[config.mk]
export PLATFORM = sky130hd
export DESIGN_NAME = bulk_xfer_sched
export DESIGN_NICKNAME = d
export VERILOG_FILES = /design/src/rtl/usb_sd_pkg.sv /design/src/rtl/xfer_timer.sv /design/src/rtl/bulk_xfer_sched.sv
export SDC_FILE = /design/constraint.sdc
export NUM_CORES = 1
export LEC_CHECK = 0
export CORE_UTILIZATION = 52
export DETAILED_ROUTE_END_ITERATION = 12
export PLACE_DENSITY = 0.82
export SETUP_SLACK_MARGIN = 0.4
export SYNTH_ARGS = -nofsm -noshare
export SYNTH_HDL_FRONTEND = slang
export SYNTH_SLANG_ARGS = --single-unit
[constraint.sdc]
create_clock -name clk_i -period 2.34 [get_ports clk_i]
set_clock_uncertainty 0.05 [all_clocks]
set_input_delay 0.585 -clock clk_i [delete_from_list [all_inputs] [get_ports clk_i]]
set_output_delay 0.585 -clock clk_i [all_outputs]
set_load 0.02 [all_outputs]
[src/rtl/usb_sd_pkg.sv]
// Shared types and constants for the USB-to-SD bulk transfer scheduler.
// Contents: scheduler state enum, handshake enum, default sizes, and the
// OUT-packet handshake decision helper.
package usb_sd_pkg;

    localparam int unsigned PKT_BYTES_DEF = 64;
    localparam int unsigned BLK_BYTES_DEF = 512;
    localparam int unsigned CNT_W_DEF     = 10;
    localparam int unsigned ADDR_W_DEF    = 32;
    localparam int unsigned TO_CYC_DEF    = 4095;
    localparam int unsigned TMR_W         = 12;

    typedef enum logic [1:0] {
        IDLE,
        IN_TX,
        SD_WR,
        ERR
    } sched_state_t;

    typedef enum logic [1:0] {
        HS_NONE,
        HS_ACK,
        HS_NAK
    } hs_t;

    // Handshake for a completed OUT packet: bad CRC gets silence, full FIFO gets NAK.
    function automatic hs_t out_hs(input logic crc_ok, input logic fifo_full);
        hs_t hs;
        hs = HS_NONE;
        if (crc_ok) begin
            hs = fifo_full ? HS_NAK : HS_ACK;
        end
        return hs;
    endfunction

endpackage

[src/rtl/xfer_timer.sv]
// Loadable down-counter watchdog.
// Ports:
//   clk_i, rst_i : clock, synchronous active-high reset
//   load_i       : arm and load LOAD_VAL-1 (wins over clear)
//   clr_i        : disarm
//   expire_o     : high for the one cycle in which the armed count sits at 0,
//                  i.e. the LOAD_VAL-th cycle after the load edge
module xfer_timer #(
    parameter int unsigned W        = 12,
    parameter int unsigned LOAD_VAL = 4095
) (
    input  logic clk_i,
    input  logic rst_i,
    input  logic load_i,
    input  logic clr_i,
    output logic expire_o
);

    logic [W-1:0] cnt_q, cnt_d;
    logic         armed_q, armed_d;
    logic         expire_q, expire_d;

    // Next count; expiry disarms so the pulse is a single cycle.
    always_comb begin
        cnt_d   = cnt_q;
        armed_d = armed_q;
        if (load_i) begin
            cnt_d   = W'(LOAD_VAL - 1);
            armed_d = 1'b1;
        end else if (clr_i || expire_q) begin
            cnt_d   = '0;
            armed_d = 1'b0;
        end else if (armed_q) begin
            cnt_d = cnt_q - W'(1);
        end
        expire_d = armed_d && (cnt_d == '0);
    end

    always_ff @(posedge clk_i) begin
        if (rst_i) begin
            cnt_q    <= '0;
            armed_q  <= 1'b0;
            expire_q <= 1'b0;
        end else begin
            cnt_q    <= cnt_d;
            armed_q  <= armed_d;
            expire_q <= expire_d;
        end
    end

    assign expire_o = expire_q;

endmodule

[src/rtl/bulk_xfer_sched.sv]
// Bulk transfer scheduler between USB bulk control, the read/write FIFOs and
// the SD controller. Answers IN/OUT with DATA/ACK/NAK, issues SD block reads
// and writes, and allows only one SD operation at a time.
// Ports:
//   clk_i, rst_i                 : clock, synchronous active-high reset
//   in_req_i, out_req_i          : host IN token / OUT packet received pulses
//   out_crc_ok_i                 : CRC status of the OUT packet
//   rd_count_i, wr_count_i       : FIFO occupancies in bytes
//   wr_full_i                    : write FIFO cannot take another packet
//   tx_done_i                    : DATA packet transmitted
//   sd_busy_i, sd_rd_done_i, sd_wr_done_i : SD controller status
//   clr_err_i                    : leave the error state
//   send_data_o/send_ack_o/send_nak_o     : handshake pulses
//   sd_rd_start_o/sd_wr_start_o  : SD block command pulses
//   blk_addr_o                   : current SD block address
//   xfer_err_o                   : error state indicator
module bulk_xfer_sched
    import usb_sd_pkg::*;
#(
    parameter int unsigned PKT_BYTES = PKT_BYTES_DEF,
    parameter int unsigned BLK_BYTES = BLK_BYTES_DEF,
    parameter int unsigned CNT_W     = CNT_W_DEF,
    parameter int unsigned ADDR_W    = ADDR_W_DEF,
    parameter int unsigned TO_CYC    = TO_CYC_DEF
) (
    input  logic              clk_i,
    input  logic              rst_i,
    input  logic              in_req_i,
    input  logic              out_req_i,
    input  logic              out_crc_ok_i,
    input  logic [CNT_W-1:0]  rd_count_i,
    input  logic [CNT_W-1:0]  wr_count_i,
    input  logic              wr_full_i,
    input  logic              tx_done_i,
    input  logic              sd_busy_i,
    input  logic              sd_rd_done_i,
    input  logic              sd_wr_done_i,
    input  logic              clr_err_i,
    output logic              send_data_o,
    output logic              send_ack_o,
    output logic              send_nak_o,
    output logic              sd_rd_start_o,
    output logic              sd_wr_start_o,
    output logic [ADDR_W-1:0] blk_addr_o,
    output logic              xfer_err_o
);

    sched_state_t      state_q, state_d;
    logic              rd_pend_q, rd_pend_d;
    logic              in_pend_q, in_pend_d;
    logic [ADDR_W-1:0] blk_addr_q, blk_addr_d;
    logic              send_data_q, send_data_d;
    logic              send_ack_q, send_ack_d;
    logic              send_nak_q, send_nak_d;
    logic              sd_rd_start_q, sd_rd_start_d;
    logic              sd_wr_start_q, sd_wr_start_d;
    logic              xfer_err_q, xfer_err_d;

    hs_t  hs;
    logic rd_done;
    logic timeout;
    logic sd_tmr_load, sd_tmr_clr, sd_tmr_exp;
    logic tx_tmr_load, tx_tmr_clr, tx_tmr_exp;
    logic rd_avail, wr_avail;

    assign rd_avail = (rd_count_i >= CNT_W'(PKT_BYTES));
    assign wr_avail = (wr_count_i >= CNT_W'(BLK_BYTES));

    // SD watchdog: reads and writes never overlap, so one timer covers both.
    xfer_timer #(
        .W        (TMR_W),
        .LOAD_VAL (TO_CYC)
    ) u_sd_tmr (
        .clk_i    (clk_i),
        .rst_i    (rst_i),
        .load_i   (sd_tmr_load),
        .clr_i    (sd_tmr_clr),
        .expire_o (sd_tmr_exp)
    );

    // DATA transmit watchdog; separate because IN_TX can overlap a pending read.
    xfer_timer #(
        .W        (TMR_W),
        .LOAD_VAL (TO_CYC)
    ) u_tx_tmr (
        .clk_i    (clk_i),
        .rst_i    (rst_i),
        .load_i   (tx_tmr_load),
        .clr_i    (tx_tmr_clr),
        .expire_o (tx_tmr_exp)
    );

    // Next-state and registered-output decode.
    always_comb begin
        state_d       = state_q;
        rd_pend_d     = rd_pend_q;
        in_pend_d     = in_pend_q;
        blk_addr_d    = blk_addr_q;
        hs            = HS_NONE;
        send_data_d   = 1'b0;
        sd_rd_start_d = 1'b0;
        sd_wr_start_d = 1'b0;
        sd_tmr_clr    = 1'b0;
        tx_tmr_clr    = 1'b0;

        rd_done = rd_pend_q && sd_rd_done_i;
        // A done pulse arriving in the expiry cycle still counts as in time.
        timeout = (state_q != ERR) &&
                  ((rd_pend_q && sd_tmr_exp && !sd_rd_done_i) ||
                   (state_q == SD_WR && sd_tmr_exp && !sd_wr_done_i) ||
                   (state_q == IN_TX && tx_tmr_exp && !tx_done_i));

        // Read completion is tracked in every state, including ERR.
        if (rd_done) begin
            rd_pend_d  = 1'b0;
            blk_addr_d = blk_addr_q + ADDR_W'(1);
            sd_tmr_clr = 1'b1;
        end

        if (state_q == ERR || timeout) begin
            // Error handling also covers the cycle in which a timeout fires.
            if (in_req_i || out_req_i) begin
                hs = HS_NAK;
            end
            state_d = ERR;
            if (state_q == ERR && clr_err_i) begin
                state_d    = IDLE;
                rd_pend_d  = 1'b0;
                in_pend_d  = 1'b0;
                sd_tmr_clr = 1'b1;
                tx_tmr_clr = 1'b1;
            end
        end else begin
            if (out_req_i) begin
                hs = out_hs(out_crc_ok_i, wr_full_i);
            end
            case (state_q)
                IDLE: begin
                    if (out_req_i) begin
                        if (in_req_i) begin
                            in_pend_d = 1'b1;
                        end
                    end else if (in_req_i || in_pend_q) begin
                        in_pend_d = 1'b0;
                        if (rd_avail) begin
                            send_data_d = 1'b1;
                            state_d     = IN_TX;
                        end else begin
                            hs = HS_NAK;
                            if (!rd_pend_q && !sd_busy_i) begin
                                sd_rd_start_d = 1'b1;
                                rd_pend_d     = 1'b1;
                            end
                        end
                    end else if (wr_avail && !rd_pend_q && !sd_busy_i) begin
                        sd_wr_start_d = 1'b1;
                        state_d       = SD_WR;
                    end
                end
                IN_TX: begin
                    if (in_req_i) begin
                        in_pend_d = 1'b1;
                    end
                    if (tx_done_i) begin
                        state_d    = IDLE;
                        tx_tmr_clr = 1'b1;
                    end
                end
                SD_WR: begin
                    if (in_req_i) begin
                        in_pend_d = 1'b1;
                    end
                    if (sd_wr_done_i) begin
                        blk_addr_d = blk_addr_q + ADDR_W'(1);
                        state_d    = IDLE;
                        sd_tmr_clr = 1'b1;
                    end
                end
                default: begin
                    state_d = IDLE;
                end
            endcase
        end

        send_ack_d  = (hs == HS_ACK);
        send_nak_d  = (hs == HS_NAK);
        xfer_err_d  = (state_d == ERR);
        sd_tmr_load = sd_rd_start_d || sd_wr_start_d;
        tx_tmr_load = send_data_d;
    end

    always_ff @(posedge clk_i) begin
        if (rst_i) begin
            state_q       <= IDLE;
            rd_pend_q     <= 1'b0;
            in_pend_q     <= 1'b0;
            blk_addr_q    <= '0;
            send_data_q   <= 1'b0;
            send_ack_q    <= 1'b0;
            send_nak_q    <= 1'b0;
            sd_rd_start_q <= 1'b0;
            sd_wr_start_q <= 1'b0;
            xfer_err_q    <= 1'b0;
        end else begin
            state_q       <= state_d;
            rd_pend_q     <= rd_pend_d;
            in_pend_q     <= in_pend_d;
            blk_addr_q    <= blk_addr_d;
            send_data_q   <= send_data_d;
            send_ack_q    <= send_ack_d;
            send_nak_q    <= send_nak_d;
            sd_rd_start_q <= sd_rd_start_d;
            sd_wr_start_q <= sd_wr_start_d;
            xfer_err_q    <= xfer_err_d;
        end
    end

    assign send_data_o   = send_data_q;
    assign send_ack_o    = send_ack_q;
    assign send_nak_o    = send_nak_q;
    assign sd_rd_start_o = sd_rd_start_q;
    assign sd_wr_start_o = sd_wr_start_q;
    assign blk_addr_o    = blk_addr_q;
    assign xfer_err_o    = xfer_err_q;

endmodule

# Yosys cells after proc, flatten, opt, wreduce, memory -nomap -nowiden
# Cells that the tools add are included.
[totals] input_bits=31 n_memories=0 wordCells=134 rom_bits=0 regBits=70 latch_bits=0 mem_bits_rw=0
[op_classes] multipliers=0 add_sub_neg=3 magnitude_cmp=2 n_eq_ne=9 n_div=0 n_reduce_logical=33 muxes=71 bitwise=0 n_shift=0
[ops] op="32-bit 2-to-1 mux" count=4
[ops] op="12-bit 2-to-1 mux" count=6
[ops] op="1-bit 2-to-1 mux" count=42
[ops] op="2-bit 2-to-1 mux" count=17
[ops] op="32-bit by 1-bit adder with 32-bit output, second input constant" count=1
[ops] op="12-bit zero test" count=2
[ops] op="12-bit by 1-bit subtractor with 12-bit output, second input constant" count=2
[ops] op="1-bit logical AND" count=14
[ops] op="10-bit greater-or-equal comparator, second input constant" count=1
[ops] op="10-bit by 7-bit greater-or-equal comparator with 1-bit output, second input constant" count=1
[ops] op="2-bit equality test, second input constant" count=4
[ops] op="1-bit logical OR" count=8
[ops] op="2-bit one-hot mux with 3 select lines" count=1
[ops] op="1-bit zero test" count=5
[ops] op="2-bit by 1-bit equality test with 1-bit output, second input constant" count=2
[ops] op="4-bit inequality test, second input constant" count=1
[ops] op="3-bit AND reduction" count=1
[ops] op="3-bit nonzero test" count=1
[ops] op="2-bit zero test" count=1
[ops] op="2-bit by 1-bit inequality test with 1-bit output, second input constant" count=1
[ops] op="2-bit inequality test, second input constant" count=1
[ops] op="1-bit one-hot mux with 2 select lines" count=1
[ops] op="2-bit OR reduction" count=1

# Logic depth before layout (Yosys ltp)
[depth] depth_word=13 ltp_mapped=8 ltp_nobuf=7

# Modules after synthesis
# A second synthesis with hierarchy kept.
[hier_totals] hier_cells=439 area_unflattened_um2=3791.1
[by_module_without_submodules] module="bulk_xfer_sched" instances=1 seq_area_each_um2=840.8 cells_per_inst=252 area_per_inst_um2=2133.3
[by_module_without_submodules] module="xfer_timer at u_sd_tmr" instances=1 seq_area_each_um2=280.3 cells_per_inst=98 area_per_inst_um2=867.1
[by_module_without_submodules] module="xfer_timer at u_tx_tmr" instances=1 seq_area_each_um2=280.3 cells_per_inst=89 area_per_inst_um2=790.8

# Least setup slack after synthesis
# OpenSTA, ideal clock, no wires.
[synth_timing] kind="in2reg" from="input rd_count_i[9]" to="register u_sd_tmr.cnt_q[3]" path_stages=5 path_buffers=1 arrival_time_ns=1.967 required_ns=2.219 setup_ns=0.071 slack_ns=0.252 path_cell_list="or4_1 > nor4b_2 > o2111ai_2 > clkbuf_1 > a21oi_1"
[synth_via] elab_chain_len=8
[synth_lines] item="start, declared" line="bulk_xfer_sched.sv:31" text="input logic [CNT_W-1:0] rd_count_i,"
[synth_lines] item="10-bit by 7-bit greater-or-equal comparator with 1-bit output" line="bulk_xfer_sched.sv:66" text="assign rd_avail = (rd_count_i >= CNT_W'(PKT_BYTES));"
[synth_lines] item="1-bit 2-to-1 mux" line="bulk_xfer_sched.sv:145" text="if (rd_avail) begin"
[synth_lines] item="1-bit 2-to-1 mux" line="bulk_xfer_sched.sv:143" text="end else if (in_req_i || in_pend_q) begin"
[synth_lines] item="1-bit 2-to-1 mux" line="bulk_xfer_sched.sv:139" text="if (out_req_i) begin"
[synth_lines] item="1-bit 2-to-1 mux" line="bulk_xfer_sched.sv:137" text="case (state_q)"
[synth_lines] item="1-bit 2-to-1 mux" line="bulk_xfer_sched.sv:120" text="if (state_q == ERR || timeout) begin"
[synth_lines] item="1-bit logical OR" line="bulk_xfer_sched.sv:188" text="sd_tmr_load = sd_rd_start_d || sd_wr_start_d;"
[synth_lines] item="12-bit 2-to-1 mux" line="xfer_timer.sv:27" text="if (load_i) begin"
[synth_lines] item="end signal, assigned" line="xfer_timer.sv:45" text="cnt_q <= cnt_d;"
[synth_lines] item="end, declared" line="xfer_timer.sv:19" text="logic [W-1:0] cnt_q, cnt_d;"
# Every way passes these cells.
# A chain may end at the register's enable or synchronous reset.

# Worst setup path in the final report
[layout_timing] from="register u_sd_tmr.cnt_q[2]" to="register u_sd_tmr.expire_q, in the netlist u_sd_tmr.expire_o"
[layout_via] elab_chain_len=6
[layout_lines] item="12-bit by 1-bit subtractor with 12-bit output" line="xfer_timer.sv:34" text="cnt_d = cnt_q - W'(1);"
[layout_lines] item="12-bit 2-to-1 mux (*)" line="xfer_timer.sv:33" text="end else if (armed_q) begin"
[layout_lines] item="12-bit 2-to-1 mux (*)" line="xfer_timer.sv:30" text="end else if (clr_i || expire_q) begin"
[layout_lines] item="12-bit 2-to-1 mux (*)" line="xfer_timer.sv:27"
[layout_lines] item="12-bit zero test (*)" line="xfer_timer.sv:36" text="expire_d = armed_d && (cnt_d == '0);"
[layout_lines] item="1-bit logical AND (*)" line="xfer_timer.sv:36"
[layout_lines] item="end signal, assigned" line="xfer_timer.sv:47" text="expire_q <= expire_d;"
[layout_lines] item="end, declared" line="xfer_timer.sv:21" text="logic expire_q, expire_d;"
# Every way passes the cells marked *; elsewhere a longest branch is shown, timed or not.

==> results.txt <==
----------------------------------------------------
[Run status]
  Status ... finished clean

[Placed design]
  Detail Placement HPWL ... 5950 um
  GPL Wtd Cong ... 0.793
  Number of buffer cells added on primary ports ... 53
  Post-placement worst setup slack ... -0.209 ns

[Timing]
  Final worst setup slack ... 0.323 ns
  Setup tns final ... 0 ns
  Hold Violations, Final ... 0
  Worst-case hold slack ... 0.451 ns
  Slew headroom ... 63.3%
  Part of the cycle the worst path needs ... 86.2%
  Pins Over Slew Limit ... 0
  Max frequency ... 0.496 GHz
  Worst-Margin Slew ... 0.549 ns
  Total of endpoints with negative setup slack in the final report ... 0
  Final period demand of the worst path ... 2.02 ns
  Unrepaired setup endpoints after global routing ... true

[Critical path]
  Top cell by count, worst path ... or4b_4
  Startpoint of the lowest-slack register-to-register path ... u_sd_tmr.cnt_q[2]
  Critical-path maximum fanout ... 5
  Crit-path max cell delay ... 0.54 ns
  Cell chain of the critical path ... or4b_4 -> or4b_4 -> o31ai_2 -> a21oi_1 -> nor4_2
  Critical Path Slowest Stage Cell ... or4b_4
  Required arrival time at the worst endpoint ... 2.55 ns
  Critical path endpoint category ... flop
  Category of the most critical setup path ... reg -> reg
  Worst endpoint data arrival time ... 2.23 ns
  Cell count of the worst reg-to-reg path ... 5
  Endpoint of the lowest-slack register-to-register path ... u_sd_tmr.expire_o
  Startpoint type of the worst setup path ... flop
  Reg2Reg Setup Slack ... 0.32 ns

[Floorplan]
  Number of placement rows ... 30
  Core region area ... 0.00679 sq mm
  Starting utilization of the core area ... 53.9%
  Full die area ... 0.00738 sq mm
  Top-level port count ... 69
  Die width ... 85.9 um
  Vertical die dimension ... 85.9 um

[GRT]
  Busiest layer in global routing ... met2
  GR Util met2 ... 42.5%
  Global Route Usage Sum ... 25.1%
  Vias in the first global route ... 3,271
  GR Layer Usage met1 ... 31.2%
  Pin count of the biggest net entering global routing ... 48
  Met3 global-route usage ... 5.00%
  Wire length of the first global-routing pass ... 14,800 um
  Total global routing overflow ... 0
  Initial antenna violation count ... 0

[Cells and area]
  Share of cells above drive strength 1 ... 26.5%
  Area added between synthesis and finish ... 37.0%
  Filler cells ... 490
  Commonest cells after routing, fill and taps aside ... dfxtp_1, dlygate4sd2_1, nand2_1
  Ant diodes ... 0
  Post-layout util ... 73.8%
  Commonest non-fill, non-tap cell in the layout ... dfxtp_1
  # nets final ... 543

[Min path]
  Hold crit path type ... reg -> reg
  Hold Startpoint ... blk_addr_o[28]
  Hold Path Stages ... 2
  End point of the most critical hold path ... blk_addr_o[28]

[Logic synthesis]
  Post-Syn Nets ... 463
  Number of synthesis warnings ... 0
  Synthesized area per cell ... 8.63 sq um
  Synthesized flop and latch total ... 70
  Number of synthesized flops with an enable pin ... 0
  Unique cell type count in the Yosys netlist ... 60
  Asr flop ratio synth ... 0%
  Synth area leader ... dfxtp_1
  Primary flip-flop cell chosen by synthesis mapping ... dfxtp_1
  Syn Inst Count ... 424
  Post-Synthesis Cell Area ... 0.00366 sq mm
  Sequential share of the synthesized area ... 38.3%
  Area contributors post-synth ... dfxtp_1, a21oi_1, xor2_1
  Portion of synthesized cell area occupied by the leading cell type ... 38.3%

[Clock network]
  Num CTS Buffers ... 9
  Clock Sinks ... 70
  CTS tree ... yes
  Clk pin slew, worst setup/hold paths ... 0.08 ns
  Clock latency of the later-clocked register in the worst-skew pair ... 0.35 ns
  Root buf cell ... clkbuf_8
  Buffer levels on the longest clock path ... 2
  CTS HTree Levels ... 3

[Flow run]
  Max Cap Violations ... 0

[Routing]
  # DRC ... 0
  Residual antenna-violating net count after detailed routing ... 0
  Detailed router's first-iteration violation count ... 210
  Vias after detailed routing ... 3,508
  Post-DR vias/cell ... 5.80
  Routed WL ... 9730 um
  First-pass iteration count of the detailed router ... 4
  Average routed wire per standard cell ... 16.1 um

[Pwr]
  Worst supply voltage drop on vdd ... 339 uV
  Areal power density over the cells ... 598 mW/mm^2
  Leakage Power ... 2.01 nW

----------------------------------------------------
[logic make-up (layout without fill, tap and decap cells)]
logic type / after synthesis / count (layout) / synth area share [%]
and+or+nand+nor: 181 / 181 / 29.1
xor gates and xnor gates: 39 / 39 / 9.33
muxes: 2 / 2 / 0.581
DFF: 70 / 70 / 38.3
buffers and inverters: 33 / 118 / 4.72
AOI/OAI and AO/OA: 91 / 91 / 15.3
adders and majority gates: 8 / 8 / 2.74
[layout make-up]
type	count	area, sq um	area share (%)
tap	96	120	2.40
timing repair buffer	91	812	16.2
clock buffer	10	138	2.75
inverter	11	43.8	0.874
clock inverter	6	109	2.17
sequential	70	1420	28.3
multi-input combinational	321	2370	47.3
[worst max path at each step]
stage	slack, ns	to	depth (start not counted)	startpoint
after floorplan	0.30	u_sd_tmr.cnt_q[3]	5	rd_count_i[9]
after global placement	-0.18	u_sd_tmr.cnt_q[9]	6	rd_count_i[9]
after detailed placement	-0.21	u_sd_tmr.cnt_q[9]	6	rd_count_i[9]
after CTS	0.37	blk_addr_o[13]	7	state_q[1]
after global routing	0.27	blk_addr_o[28]	8	state_q[0]
final	0.32	u_sd_tmr.expire_o	5	u_sd_tmr.cnt_q[2]
[state kept, by name (all words and copies together), names as in the netlist]
signal,count
blk_addr_o,32
u_sd_tmr.cnt_q,12
u_tx_tmr.cnt_q,12
state_q,2
in_pend_q,1
rd_pend_q,1
sd_rd_start_o,1
sd_wr_start_o,1
send_ack_o,1
send_data_o,1
send_nak_o,1
u_sd_tmr.armed_q,1
u_sd_tmr.expire_o,1
u_tx_tmr.armed_q,1
u_tx_tmr.expire_o,1
xfer_err_o,1
[worst max-delay path, delay by kind of cell, from the launching register on]
family	cells	cell delay, ns
AOI/OAI and AO/OA	2	0.21
and+or+nand+nor	3	1.32
DFF	1	0.36
[through the flow]
step | cell area [sq um] | power (mW) | cells
after CTS | 4710 | 2.95 | 597
after floorplan | 3690 | 1.63 | 424
final | 5010 | 3.00 | 605
after global routing | 5010 | 3.10 | 605
after global placement | 4410 | 1.71 | 577
after detailed placement | 4410 | 1.73 | 577
[metal layers]
layer,vias up,share of wire (%),wire length [um]
li1,1696,-,-
met1,1676,43,4170
met2,106,50,4870
met3,30,4.4,430
met4,0,2.7,265
met5,-,0,0
[Yosys cell counts (2+ instances only)]
library cell and number:
a211oi_1 3, a21bo_2 2, a21boi_0 2, a21oi_1 41, and2_1 4, and3_1 7, and3b_1 2, and4_1 5
buf_6 3, clkbuf_1 16, dfxtp_1 70, ha_1 8, inv_1 11, nand2_1 37, nand3_1 11, nand3b_1 7
nand4_1 12, nand4b_1 2, nor2_1 34, nor2b_1 4, nor3_1 15, nor3b_1 4, nor4_1 4, nor4b_1 4
nor4b_2 3, o211a_1 2, o211ai_1 2, o21ai_0 19, o21ai_1 3, o22ai_1 4, o31ai_1 2, or3_1 13
or4_1 4, xnor2_1 19, xor2_1 20
[where the power goes]
part | leakage (nW) | switching (mW) | internal (mW) | total (mW)
Combinational | 1.31 | 0.229 | 0.217 | 0.445
Clock | 0.126 | 0.483 | 0.735 | 1.22
Sequential | 0.573 | 0.0840 | 1.25 | 1.33
Total | 2.01 | 0.796 | 2.20 | 3.00
[timing repair]
action,CTS,global route
pin swaps,16,24
cloned,0,1
setup endpoints to repair,81,55
hold buffers,0,0
resized for setup,66,73
buffers inserted,4,7
(Power assumes the default switching activity.)
